`src/rtl/tx_bus_control.sv`:
```
// Transmit-side frame builder: header, upload-RAM payload or status byte, then link start/wait.
// Define TX_BUS_TIMEOUT_EN to add a tx_done watchdog in WAIT.
module tx_bus_control #(
    parameter logic [7:0]  MASTER_DA   = 8'h00,
    parameter int unsigned PAYLOAD_LEN = 128,
    parameter int unsigned TIMEOUT_CYC = 4096
) (
    input  logic        clk,
    input  logic        reset,
    input  logic        ini_done,
    input  logic [2:0]  rack_id,
    input  logic [3:0]  slot_id,
    input  logic        rx_flag,
    input  logic [7:0]  rx_mode,
    input  logic [23:0] rx_addr,
    output logic        lurb_rden,
    output logic [23:0] lurb_raddr,
    input  logic [7:0]  lurb_rdata,
    output logic        tx_buf_wren,
    output logic [10:0] tx_buf_waddr,
    output logic [7:0]  tx_buf_wdata,
    output logic [10:0] tx_len,
    output logic        tx_start,
    input  logic        tx_done,
    output logic        tx_busy,
    output logic        tx_overrun,
    output logic        tx_timeout
);

    localparam int unsigned AW = 24;
    localparam int unsigned BW = 11;
    localparam int unsigned CW = 11;
    localparam logic [BW-1:0] LEN_PAY = BW'(7 + PAYLOAD_LEN);
    localparam logic [BW-1:0] LEN_STA = BW'(8);
    localparam logic [CW-1:0] N_LAST  = CW'(PAYLOAD_LEN - 1);
    localparam logic [CW-1:0] N_END   = CW'(PAYLOAD_LEN);
    localparam logic [7:0]    MODE_DL = 8'd2;

    if (PAYLOAD_LEN < 1 || PAYLOAD_LEN > 1024 || TIMEOUT_CYC < 1) begin : g_cfg_err
        $error("tx_bus_control: parameter out of range");
    end

    typedef enum logic [2:0] {
        S_IDLE,
        S_HDR,
        S_PAYLOAD,
        S_STATUS,
        S_START,
        S_WAIT
    } state_t;

    state_t          state, state_n;
    logic [7:0]      mode_q, mode_n;
    logic [7:0]      sa_q, sa_n;
    logic [AW-1:0]   addr_q, addr_n;
    logic [CW-1:0]   cnt_q, cnt_n;
    logic            rden_q, rden_n;
    logic [AW-1:0]   raddr_q, raddr_n;
    logic            wren_q, wren_n;
    logic [BW-1:0]   waddr_q, waddr_n;
    logic [7:0]      wdata_q, wdata_n;
    logic            pay_sel_q, pay_sel_n;
    logic [BW-1:0]   len_q, len_n;
    logic            start_q, start_n;
    logic            busy_q, busy_n;
    logic            overrun_q, overrun_n;
    logic            tmo_hit;
    logic [7:0]      sa_c;
    logic [7:0]      hdr_byte_c;

    // Source address of this card, 8-bit modulo arithmetic
    assign sa_c = 8'(8'(rack_id) * 8'd14) + 8'd14 - 8'(slot_id);

    // Header byte for position cnt_q (1..6); byte 0 is written at capture
    always_comb begin
        hdr_byte_c = MASTER_DA;
        case (cnt_q[2:0])
            3'd1:    hdr_byte_c = sa_q;
            3'd2:    hdr_byte_c = 8'h60;
            3'd3:    hdr_byte_c = mode_q;
            3'd4:    hdr_byte_c = addr_q[23:16];
            3'd5:    hdr_byte_c = addr_q[15:8];
            3'd6:    hdr_byte_c = addr_q[7:0];
            default: hdr_byte_c = MASTER_DA;
        endcase
    end

    always_ff @(posedge clk or negedge reset) begin
        if (!reset) begin
            state <= S_IDLE;
        end else begin
            state <= state_n;
        end
    end

    // Next state plus next values of every registered output and counter
    always_comb begin
        state_n   = state;
        mode_n    = mode_q;
        sa_n      = sa_q;
        addr_n    = addr_q;
        cnt_n     = cnt_q;
        raddr_n   = raddr_q;
        waddr_n   = waddr_q;
        wdata_n   = wdata_q;
        len_n     = len_q;
        busy_n    = busy_q;
        rden_n    = 1'b0;
        wren_n    = 1'b0;
        pay_sel_n = 1'b0;
        start_n   = 1'b0;
        overrun_n = busy_q & rx_flag;

        case (state)
            S_IDLE: begin
                if (rx_flag && ini_done && (rx_mode <= MODE_DL)) begin
                    state_n = S_HDR;
                    mode_n  = rx_mode;
                    addr_n  = rx_addr;
                    sa_n    = sa_c;
                    busy_n  = 1'b1;
                    cnt_n   = CW'(1);
                    wren_n  = 1'b1;
                    waddr_n = '0;
                    wdata_n = MASTER_DA;
                    len_n   = (rx_mode == MODE_DL) ? LEN_STA : LEN_PAY;
                end
            end
            S_HDR: begin
                cnt_n = cnt_q + CW'(1);
                if (cnt_q == CW'(7)) begin
                    cnt_n = '0;
                    if (mode_q == MODE_DL) begin
                        wren_n  = 1'b1;
                        waddr_n = BW'(7);
                        wdata_n = 8'hAA;
                        state_n = S_STATUS;
                    end else begin
                        rden_n  = 1'b1;
                        raddr_n = addr_q;
                        state_n = S_PAYLOAD;
                    end
                end else begin
                    wren_n  = 1'b1;
                    waddr_n = cnt_q;
                    wdata_n = hdr_byte_c;
                end
            end
            S_PAYLOAD: begin
                // cnt_q = index of the read whose data arrives next cycle
                if (cnt_q == N_END) begin
                    start_n = 1'b1;
                    cnt_n   = '0;
                    state_n = S_START;
                end else begin
                    wren_n    = 1'b1;
                    pay_sel_n = 1'b1;
                    waddr_n   = cnt_q + BW'(7);
                    cnt_n     = cnt_q + CW'(1);
                    if (cnt_q != N_LAST) begin
                        rden_n  = 1'b1;
                        raddr_n = raddr_q + AW'(1);
                    end
                end
            end
            S_STATUS: begin
                start_n = 1'b1;
                state_n = S_START;
            end
            S_START: begin
                state_n = S_WAIT;
            end
            S_WAIT: begin
                if (tx_done || tmo_hit) begin
                    busy_n  = 1'b0;
                    state_n = S_IDLE;
                end
            end
            default: begin
                state_n = S_IDLE;
                busy_n  = 1'b0;
            end
        endcase
    end

    always_ff @(posedge clk or negedge reset) begin
        if (!reset) begin
            mode_q    <= '0;
            sa_q      <= '0;
            addr_q    <= '0;
            cnt_q     <= '0;
            rden_q    <= 1'b0;
            raddr_q   <= '0;
            wren_q    <= 1'b0;
            waddr_q   <= '0;
            wdata_q   <= '0;
            pay_sel_q <= 1'b0;
            len_q     <= '0;
            start_q   <= 1'b0;
            busy_q    <= 1'b0;
            overrun_q <= 1'b0;
        end else begin
            mode_q    <= mode_n;
            sa_q      <= sa_n;
            addr_q    <= addr_n;
            cnt_q     <= cnt_n;
            rden_q    <= rden_n;
            raddr_q   <= raddr_n;
            wren_q    <= wren_n;
            waddr_q   <= waddr_n;
            wdata_q   <= wdata_n;
            pay_sel_q <= pay_sel_n;
            len_q     <= len_n;
            start_q   <= start_n;
            busy_q    <= busy_n;
            overrun_q <= overrun_n;
        end
    end

`ifdef TX_BUS_TIMEOUT_EN
    localparam int unsigned TW = $clog2(TIMEOUT_CYC + 1);
    logic [TW-1:0] tmr_q;
    logic          tmo_q;

    // Watchdog counts WAIT cycles; it sits at zero outside WAIT
    always_ff @(posedge clk or negedge reset) begin
        if (!reset) begin
            tmr_q <= '0;
            tmo_q <= 1'b0;
        end else begin
            tmr_q <= (state == S_WAIT) ? tmr_q + TW'(1) : '0;
            tmo_q <= (state == S_WAIT) && !tx_done && tmo_hit;
        end
    end

    assign tmo_hit    = (tmr_q == TW'(TIMEOUT_CYC - 1));
    assign tx_timeout = tmo_q;
`else
    assign tmo_hit    = 1'b0;
    assign tx_timeout = 1'b0;
`endif

    // RAM data lands one cycle after its read, so payload bytes bypass the data flop
    assign tx_buf_wdata = pay_sel_q ? lurb_rdata : wdata_q;
    assign lurb_rden    = rden_q;
    assign lurb_raddr   = raddr_q;
    assign tx_buf_wren  = wren_q;
    assign tx_buf_waddr = waddr_q;
    assign tx_len       = len_q;
    assign tx_start     = start_q;
    assign tx_busy      = busy_q;
    assign tx_overrun   = overrun_q;

endmodule
```
`config.mk`:
```
export PLATFORM = sky130hd
export DESIGN_NAME = tx_bus_control
export DESIGN_NICKNAME = d
export VERILOG_FILES = /design/src/rtl/tx_bus_control.sv
export SDC_FILE = /design/constraint.sdc
export NUM_CORES = 1
export LEC_CHECK = 0
export CAP_MARGIN = 10
export CORE_MARGIN = 4
export CORE_UTILIZATION = 53
export CTS_CLUSTER_DIAMETER = 50
export DETAILED_ROUTE_END_ITERATION = 7
export PLACE_DENSITY = 0.81
export SYNTH_ARGS = -nofsm -noshare
export SYNTH_HDL_FRONTEND = slang
export SYNTH_SLANG_ARGS = --single-unit
```
`constraint.sdc`:
```
create_clock -name clk -period 3.38 [get_ports clk]
set_input_delay 0.676 -clock clk [delete_from_list [all_inputs] [get_ports clk]]
set_output_delay 0.676 -clock clk [all_outputs]
set_load 0.05 [all_outputs]
```
==> summary.md, run 1 <==
| Metric | Value |
|---|---|
| Sequential-to-total area share from yosys stat | `about 44%` |
| Ys flop type | `dfrtp_1` |
| Worst Skew | `0.0123 ns` |
| Clock root buffer master | `clkbuf_16` |
| Leak | `3.40 nW` |
| Crit share post-route | `96.4%` |
| Critical path's top delay family | `adder cells` |
| Layout Cell Area excl Fill | `7500 um^2` |
| Total grt overflow | `0` |
| Worst slack, placed | `-0.343 ns` |
| Port buffer count | `104` |
| Dpl cells | `908` |
| Via count | `5561` |
| Status | `finished with violations` |
| WL/cell | `17.6 um` |
| VDD IR max | `~0.38 mV` |
| Failing checks | `DRC` |
| GRT Util Overall | `24.9%` |
| Post-CTS Setup Bufs | `0` |
| Core Box Area | `11000 um^2` |
| Power per Cell Area | `approximately 350 nW/um^2` |
| Starting Density | `54.8%` |
| Critical-path maximum fanout | `2` |
| CTS buffer count | `9` |
| WP buf/inv | `3` |
| H-tree Lvls | `3` |
| CP Class | `primary input to flop` |
| Syn Inst Count | `a little under 700` |
| Yosys reg bits | `105` |
| Drt pass-1 iters | `8` |
| Final Util | `68.3%` |
| MaxCap Viol Count | `0` |
| Layout net count | `approximately 860` |
| Worst slew margin | `about 40%` |
| Max Freq | `0.307 GHz` |
| Initial antenna violation count | `0` |
| HPWL after DPL | `11700 um` |
| Worst setup EP type | `flop` |
| DIE AREA | `roughly 13000 um^2` |
| DR iter-0 viols | `702` |
| Routed Antenna Nets | `0` |
| Final hold violation count | `0` |
| Final setup fails | `0` |
| Die width | `115 um` |
| CP Cell Sequence | `clkdlybuf4s50_1 > fa_1 > ha_1 > inv_1 > ha_1 > inv_1 > ha_1 > nor2b_1 > o21ai_1 > a21boi_1 > or4_1 > nand3_1` |
| GPL Wtd Cong | `about 0.95` |
| Worst EP required | `roughly 3.7 ns` |
| CTS tree | `done` |
| YS warnings | `0` |
| Netlist cell types | `71` |
| Hold Path Class | `primary input to async pin` |
| Post-placement cell area | `roughly 7200 um^2` |
| Number of global-route vias before repair | `5395` |
| DRC errors left | `10` |
| Area Overhead vs Synth | `24.7%` |
| Largest net degree at the start of global routing | `71` |
| Crit-path slowest cell | `fa_1` |
| Total wire length | `16300 um` |
| Mean area per synthesized cell | `roughly 8.8 um^2` |
| Post-synth EDFFs | `0` |
| Worst Tran Pin Value | `0.876 ns` |
| N_diodes | `0` |
| FFs w/ async S/R, synth | `100%` |
| Max incr delay on CP | `0.49 ns` |
| Fin worst setup slack | `0.120 ns` |
| Via/cell ratio | `6.02` |
| Clk_lat worst skew | `0.36 ns` |
| Total power | `2.64 mW` |
| Number of core rows | `38` |
| Slew Viols, Final | `0` |
| Final min period | `3.26 ns` |
| Mapped Area | `6010 um^2` |
| CTS Hold Buffers Added | `0` |
| Layout cells sized above 1 | `between 7 and 8%` |
| First-pass GRT wire length | `26300 um` |
| Clk buf depth | `2` |
| Io pins | `between 100 and 150` |
| Crit path DAT | `3.55 ns` |
| Final hold slack | `about 0.29 ns` |
| Setup_tns | `0 ns` |
| Most common cell on crit path | `ha_1` |
| Clock sinks | `between 100 and 150` |
| Clock Pin Slew Worst Setup and Hold Paths | `0.07 ns` |
| RSZ-0062 raised after global routing | `yes` |
| Die height | `around 110 um` |
| Finished Layout Cells | `924` |
| Setup crit start kind | `primary input` |
[cells by family (layout without fill, tap and decap cells)]
family / after synthesis / count (layout) / share of synthesized area (%)
AO/OA/AOI/OAI: 200 / 200 / 21.7
XOR/XNOR: 6 / 6 / 0.874
adder cells (fa/ha/maj): 25 / 25 / 5.70
buffers and inverters: 90 / 182 / 6.62
flip-flops: 105 / 105 / 43.7
multiplexers: 8 / 8 / 1.73
other: 1 / 7 / 0.0623
AND/OR/NAND/NOR: 251 / 251 / 19.7
[synth_stat cells (all sizes together) (3+ instances only)]
library cell | instances | area share, %
nand2 | 140 | 8.7
and3 | 5 | 0.52
buf | 17 | 2.0
nor2 | 26 | 1.6
xor2 | 4 | 0.58
nor4 | 11 | 1.4
o22ai | 21 | 2.2
a221o | 5 | 0.83
ha | 21 | 4.4
nand4 | 12 | 1.2
o21ai | 56 | 4.8
a21oi | 50 | 4.2
a22oi | 7 | 0.87
a222oi | 5 | 0.83
dfrtp | 105 | 44
or3 | 4 | 0.42
fa | 4 | 1.3
o2bb2a | 8 | 1.3
o31ai | 4 | 0.73
or4 | 4 | 0.62
nand3 | 16 | 1.3
mux2 | 7 | 1.6
inv | 39 | 2.5
and2 | 10 | 1.0
o22a | 3 | 0.44
clkbuf | 33 | 2.1
a211oi | 3 | 0.37
nor3 | 8 | 0.85
a31oi | 7 | 0.73
o21a | 3 | 0.37
a21o | 7 | 0.87
[per-layer routing]
metal	routed length [um]	vias up	global-route usage, %
met5	0	-	0
met4	371	0	8.87
met3	908	35	4.02
met2	8210	244	42.7
met1	6770	2671	31.9
li1	-	2611	-
[cell type report]
class                           count  area [um^2]
Sequential cell                   105         2630
Tap cell                          140          175
Fill cell                         879         3480
Multi-Input combinational cell    497         3020
Inverter                           40          153
Clock buffer                       12          267
Clock inverter                      4         32.5
Timing Repair Buffer              126         1230
[cell usage in the layout (no fill, tap or decap), types with 5 or more instances in the layout]
| cell type | count |
|---|---|
| a21o_1 | 7 |
| a21oi_1 | 50 |
| a221o_1 | 5 |
| a222oi_1 | 5 |
| a22oi_1 | 7 |
| a31oi_1 | 7 |
| and2_1 | 10 |
| and3_1 | 5 |
| buf_4 | 21 |
| clkbuf_16 | 9 |
| clkdlybuf4s50_1 | 103 |
| conb_1 | 7 |
| dfrtp_1 | 105 |
| ha_1 | 21 |
| inv_1 | 37 |
| nand2_1 | 140 |
| nand3_1 | 16 |
| nand4_1 | 12 |
| nor2_1 | 26 |
| nor3_1 | 7 |
| nor4_1 | 10 |
| o21ai_0 | 54 |
| o22ai_1 | 21 |
| o2bb2a_1 | 8 |
[what timing repair did]
| item | in CTS | in global routing |
|---|---|---|
| setup endpoints to repair | 0 | 2 |
| resized for setup | 0 | 2 |
| hold endpoints to repair | 0 | 0 |
[power by group]
group	switching, mW	internal (mW)
Sequential	0	1.26
Combinational	0.166	0.163
Clock	0.484	0.567
[final timing paths]
check                                      startpoint                          end  slack, ns  cells after the start
worst max-delay path                       rack_id[0]          sa_q[7]$_DFFE_PN0P_       0.12                     12
worst min-delay path                            reset         cnt_q[4]$_DFFE_PN0P_       0.29                      1
worst max register to register   cnt_q[0]$_DFFE_PN0P_  tx_buf_waddr[2]$_DFFE_PN0P_       0.64                      8
worst min register to register  tx_len[3]$_DFFE_PN0P_        tx_len[3]$_DFFE_PN0P_       0.49                      1
max in group asynchronous                       reset    lurb_raddr[2]$_DFFE_PN0P_       2.36                      2
min in group clk                tx_len[3]$_DFFE_PN0P_        tx_len[3]$_DFFE_PN0P_       0.49                      1
[state kept, by name, summed over array words and instances, names as in the netlist]
name / cells
cnt_q: 11
addr_q: 24
lurb_rden: 1
wdata_q: 8
tx_busy: 1
pay_sel_q: 1
tx_buf_waddr: 11
sa_q: 8
tx_overrun: 1
tx_start: 1
tx_len: 2
tx_buf_wren: 1
state: 3
lurb_raddr: 24
mode_q: 8
Power figures use the tool's default switching activity.
==> run 2: changes to the inputs <==
--- a/config.mk
+++ b/config.mk
@@ -7,10 +7,10 @@
 export LEC_CHECK = 0
 export CAP_MARGIN = 10
 export CORE_MARGIN = 4
-export CORE_UTILIZATION = 53
+export CORE_UTILIZATION = 48
 export CTS_CLUSTER_DIAMETER = 50
 export DETAILED_ROUTE_END_ITERATION = 7
-export PLACE_DENSITY = 0.81
+export PLACE_DENSITY = 0.77
 export SYNTH_ARGS = -nofsm -noshare
 export SYNTH_HDL_FRONTEND = slang
 export SYNTH_SLANG_ARGS = --single-unit
==> constraint.sdc (replaced) <==
create_clock -name clk -period 2.8 [get_ports clk]
set_input_delay 0.56 -clock clk [delete_from_list [all_inputs] [get_ports clk]]
set_output_delay 0.56 -clock clk [all_outputs]
set_load 0.05 [all_outputs]
==> run 2 against run 1 <==
Core utilization is 5.1 points lower. Clock skew shrank 0.00071 ns. The flow now finishes without violations. Clock-buffer cell count down 3. Cell area up 2.4%. Sequential share of layout area decreased by 0.83 points. Die area up 9.7%. Clock power rose by 19%. Global-route usage decreased by 1.2 points. Wire length rose by 2.9%. Worst hold slack worse by 0.23 ns. Setup slack improved by 0.018 ns. Sequential power rose by 20%.
==> summary.md, run 2 (synthesis results as in run 1) <==
| Metric | Value |
|---|---|
| Initial antenna violation count | `0 (unchanged)` |
| Via count | `5628 (+1.2%)` |
| Commonest non-fill, non-tap cell in the layout | `nand2_1` |
| CTS tree | `done` |
| HPWL after DPL | `12100 um (+3.6%)` |
| DR iter-0 viols | `636 (-9.4%)` |
| Final hold violation count | `0 (unchanged)` |
| Layout Cell Area excl Fill | `7680 um^2 (+2.4%)` |
| Final setup fails | `0 (unchanged)` |
| DIE AREA | `14400 um^2 (+9.7%)` |
| Setup_tns | `0 ns (unchanged)` |
| DRC errors left | `0 (-10)` |
| Number of global-route vias before repair | `5635 (+4.4%)` |
| Core Box Area | `12200 um^2 (+11%)` |
| MaxCap Viol Count | `0 (unchanged)` |
| GPL Wtd Cong | `0.894 (-5.7%)` |
| Status | `completed` |
| Clock sinks | `105 (unchanged)` |
| Leak | `3.48 nW (+2.3%)` |
| Worst Tran Pin Value | `0.681 ns (-0.195 ns)` |
| GRT Util Overall | `23.7% (-1.2 points)` |
| Most frequent cells in the layout | `140 x nand2_1, 105 x dfrtp_1, 92 x clkdlybuf4s50_1` |
| Drt pass-1 iters | `6 (-2)` |
| Via/cell ratio | `5.82 (-3.3%)` |
| Final Util | `63.2% (-5.1 points)` |
| Finished Layout Cells | `967 (+4.7%)` |
| Setup crit start kind | `primary input` |
| RSZ-0062 raised after global routing | `no` |
| WL/cell | `17.3 um (-1.6%)` |
| Fin worst setup slack | `0.138 ns (+0.0180 ns)` |
| N_diodes | `0 (unchanged)` |
| Post-placement cell area | `7380 um^2 (+2.5%)` |
| Final hold slack | `0.0571 ns (-0.233 ns)` |
| First-pass GRT wire length | `27900 um (+6.2%)` |
| Largest net degree at the start of global routing | `66 (-7.0%)` |
| Clock root buffer master | `clkbuf_16` |
| Worst slew margin | `54.2% (+13 points)` |
| Layout net count | `871 (+1.8%)` |
| Die width | `120 um (+4.7%)` |
| Slew Viols, Final | `0 (unchanged)` |
| Worst setup EP type | `flop` |
| Io pins | `112 (unchanged)` |
| Clk buf depth | `2 (unchanged)` |
| Worst Skew | `0.0116 ns (-0.000714 ns)` |
| Critical-path maximum fanout | `2 (unchanged)` |
| CP Class | `primary input to flop` |
| Final min period | `2.66 ns` |
| Die height | `120 um (+4.7%)` |
| Total wire length | `16700 um (+2.9%)` |
| Hold Path Class | `primary input to async pin` |
| Area Overhead vs Synth | `27.7%` |
| CTS buffer count | `9 (unchanged)` |
| H-tree Lvls | `3 (unchanged)` |
| Dpl cells | `951 (+4.7%)` |
| Max Freq | `0.376 GHz` |
| Total grt overflow | `0 (unchanged)` |
| Worst EP required | `3.08 ns (-0.59 ns)` |
| VDD IR max | `0.282 mV (-25%)` |
| Crit path DAT | `2.94 ns (-0.61 ns)` |
| Clock Pin Slew Worst Setup and Hold Paths | `0.08 ns (about the same)` |
| Routed Antenna Nets | `0 (unchanged)` |
| Total power | `3.21 mW (+22%)` |
| Layout cells sized above 1 | `12.3% (+4.6 points)` |
| Clk_lat worst skew | `0.35 ns (about the same)` |
| Worst slack, placed | `-0.584 ns (-0.240 ns)` |
| CTS Hold Buffers Added | `0 (unchanged)` |
| Crit share post-route | `95.1%` |
| Number of core rows | `40 (+5.3%)` |
| Port buffer count | `104 (unchanged)` |
| Starting Density | `49.5% (-5.3 points)` |
| Power per Cell Area | `418 nW/um^2 (+19%)` |
## run 2: worst paths after layout
path | slack [ns] | cells past startpoint | from | endpoint
setup / recovery | 0.14 | 12 | rack_id[2] | sa_q[7]$_DFFE_PN0P_
hold / removal | 0.06 | 1 | reset | tx_buf_waddr[6]$_DFFE_PN0P_
setup reg to reg | 0.17 | 8 | cnt_q[0]$_DFFE_PN0P_ | tx_buf_waddr[2]$_DFFE_PN0P_
hold reg to reg | 0.49 | 1 | tx_len[3]$_DFFE_PN0P_ | tx_len[3]$_DFFE_PN0P_
max in group asynchronous | 2.13 | 2 | reset | addr_q[22]$_DFFE_PN0P_
min in group clk | 0.49 | 1 | tx_len[3]$_DFFE_PN0P_ | tx_len[3]$_DFFE_PN0P_
## run 2: worst max-delay path, cell delays in order
cell	delay [ns]
clkbuf_2	0.11
fa_2	0.60
ha_4	0.21
inv_2	0.06
ha_4	0.19
inv_2	0.06
ha_4	0.19
nor2b_2	0.15
o21ai_2	0.15
a21boi_2	0.08
or4_1	0.47
nand3_1	0.11
## run 2: area by class of cell
type / count / area (um^2)
Inverter: 40 / 153
Multi-Input combinational cell: 497 / 3090
Clock buffer: 9 / 225
Tap cell: 168 / 210
Fill cell: 1049 / 4480
Clock inverter: 7 / 67.6
Sequential cell: 105 / 2630
Timing Repair Buffer: 141 / 1310
## run 2: layer usage
| metal | up-vias | GRT usage, % | routed length (um) |
|---|---|---|---|
| li1 | 2651 | - | - |
| met3 | 37 | 3.86 | 991 |
| met5 | - | 0 | 0 |
| met2 | 209 | 40.1 | 8450 |
| met1 | 2731 | 30.6 | 6860 |
| met4 | 0 | 8.95 | 436 |
## run 2: repair_timing
| item | CTS | global route |
|---|---|---|
| endpoints found under the setup margin | 2 | 2 |
| resized for setup | 5 | 11 |
| pin swaps | 4 | 6 |
| buffers inserted | 0 | 0 |
## run 2: power breakdown
| group | internal, mW | switching, mW | leakage, nW | total [mW] |
|---|---|---|---|---|
| sequential | 1.51 | 0 | 1.41 | 1.51 |
| clock | 0.631 | 0.623 | 0.142 | 1.25 |
| combinational | 0.224 | 0.222 | 1.93 | 0.446 |
==> run 3: changes to the inputs <==
--- a/config.mk
+++ b/config.mk
@@ -8,6 +8,7 @@
 export CAP_MARGIN = 10
 export CORE_MARGIN = 4
 export CORE_UTILIZATION = 48
+export CTS_BUF_LIST = sky130_fd_sc_hd__clkbuf_4 sky130_fd_sc_hd__clkbuf_8 sky130_fd_sc_hd__clkbuf_16
 export CTS_CLUSTER_DIAMETER = 50
 export DETAILED_ROUTE_END_ITERATION = 7
 export PLACE_DENSITY = 0.77
==> results of run 3 <==
The final DEF is identical to that of run 2; final timing and power are the same.
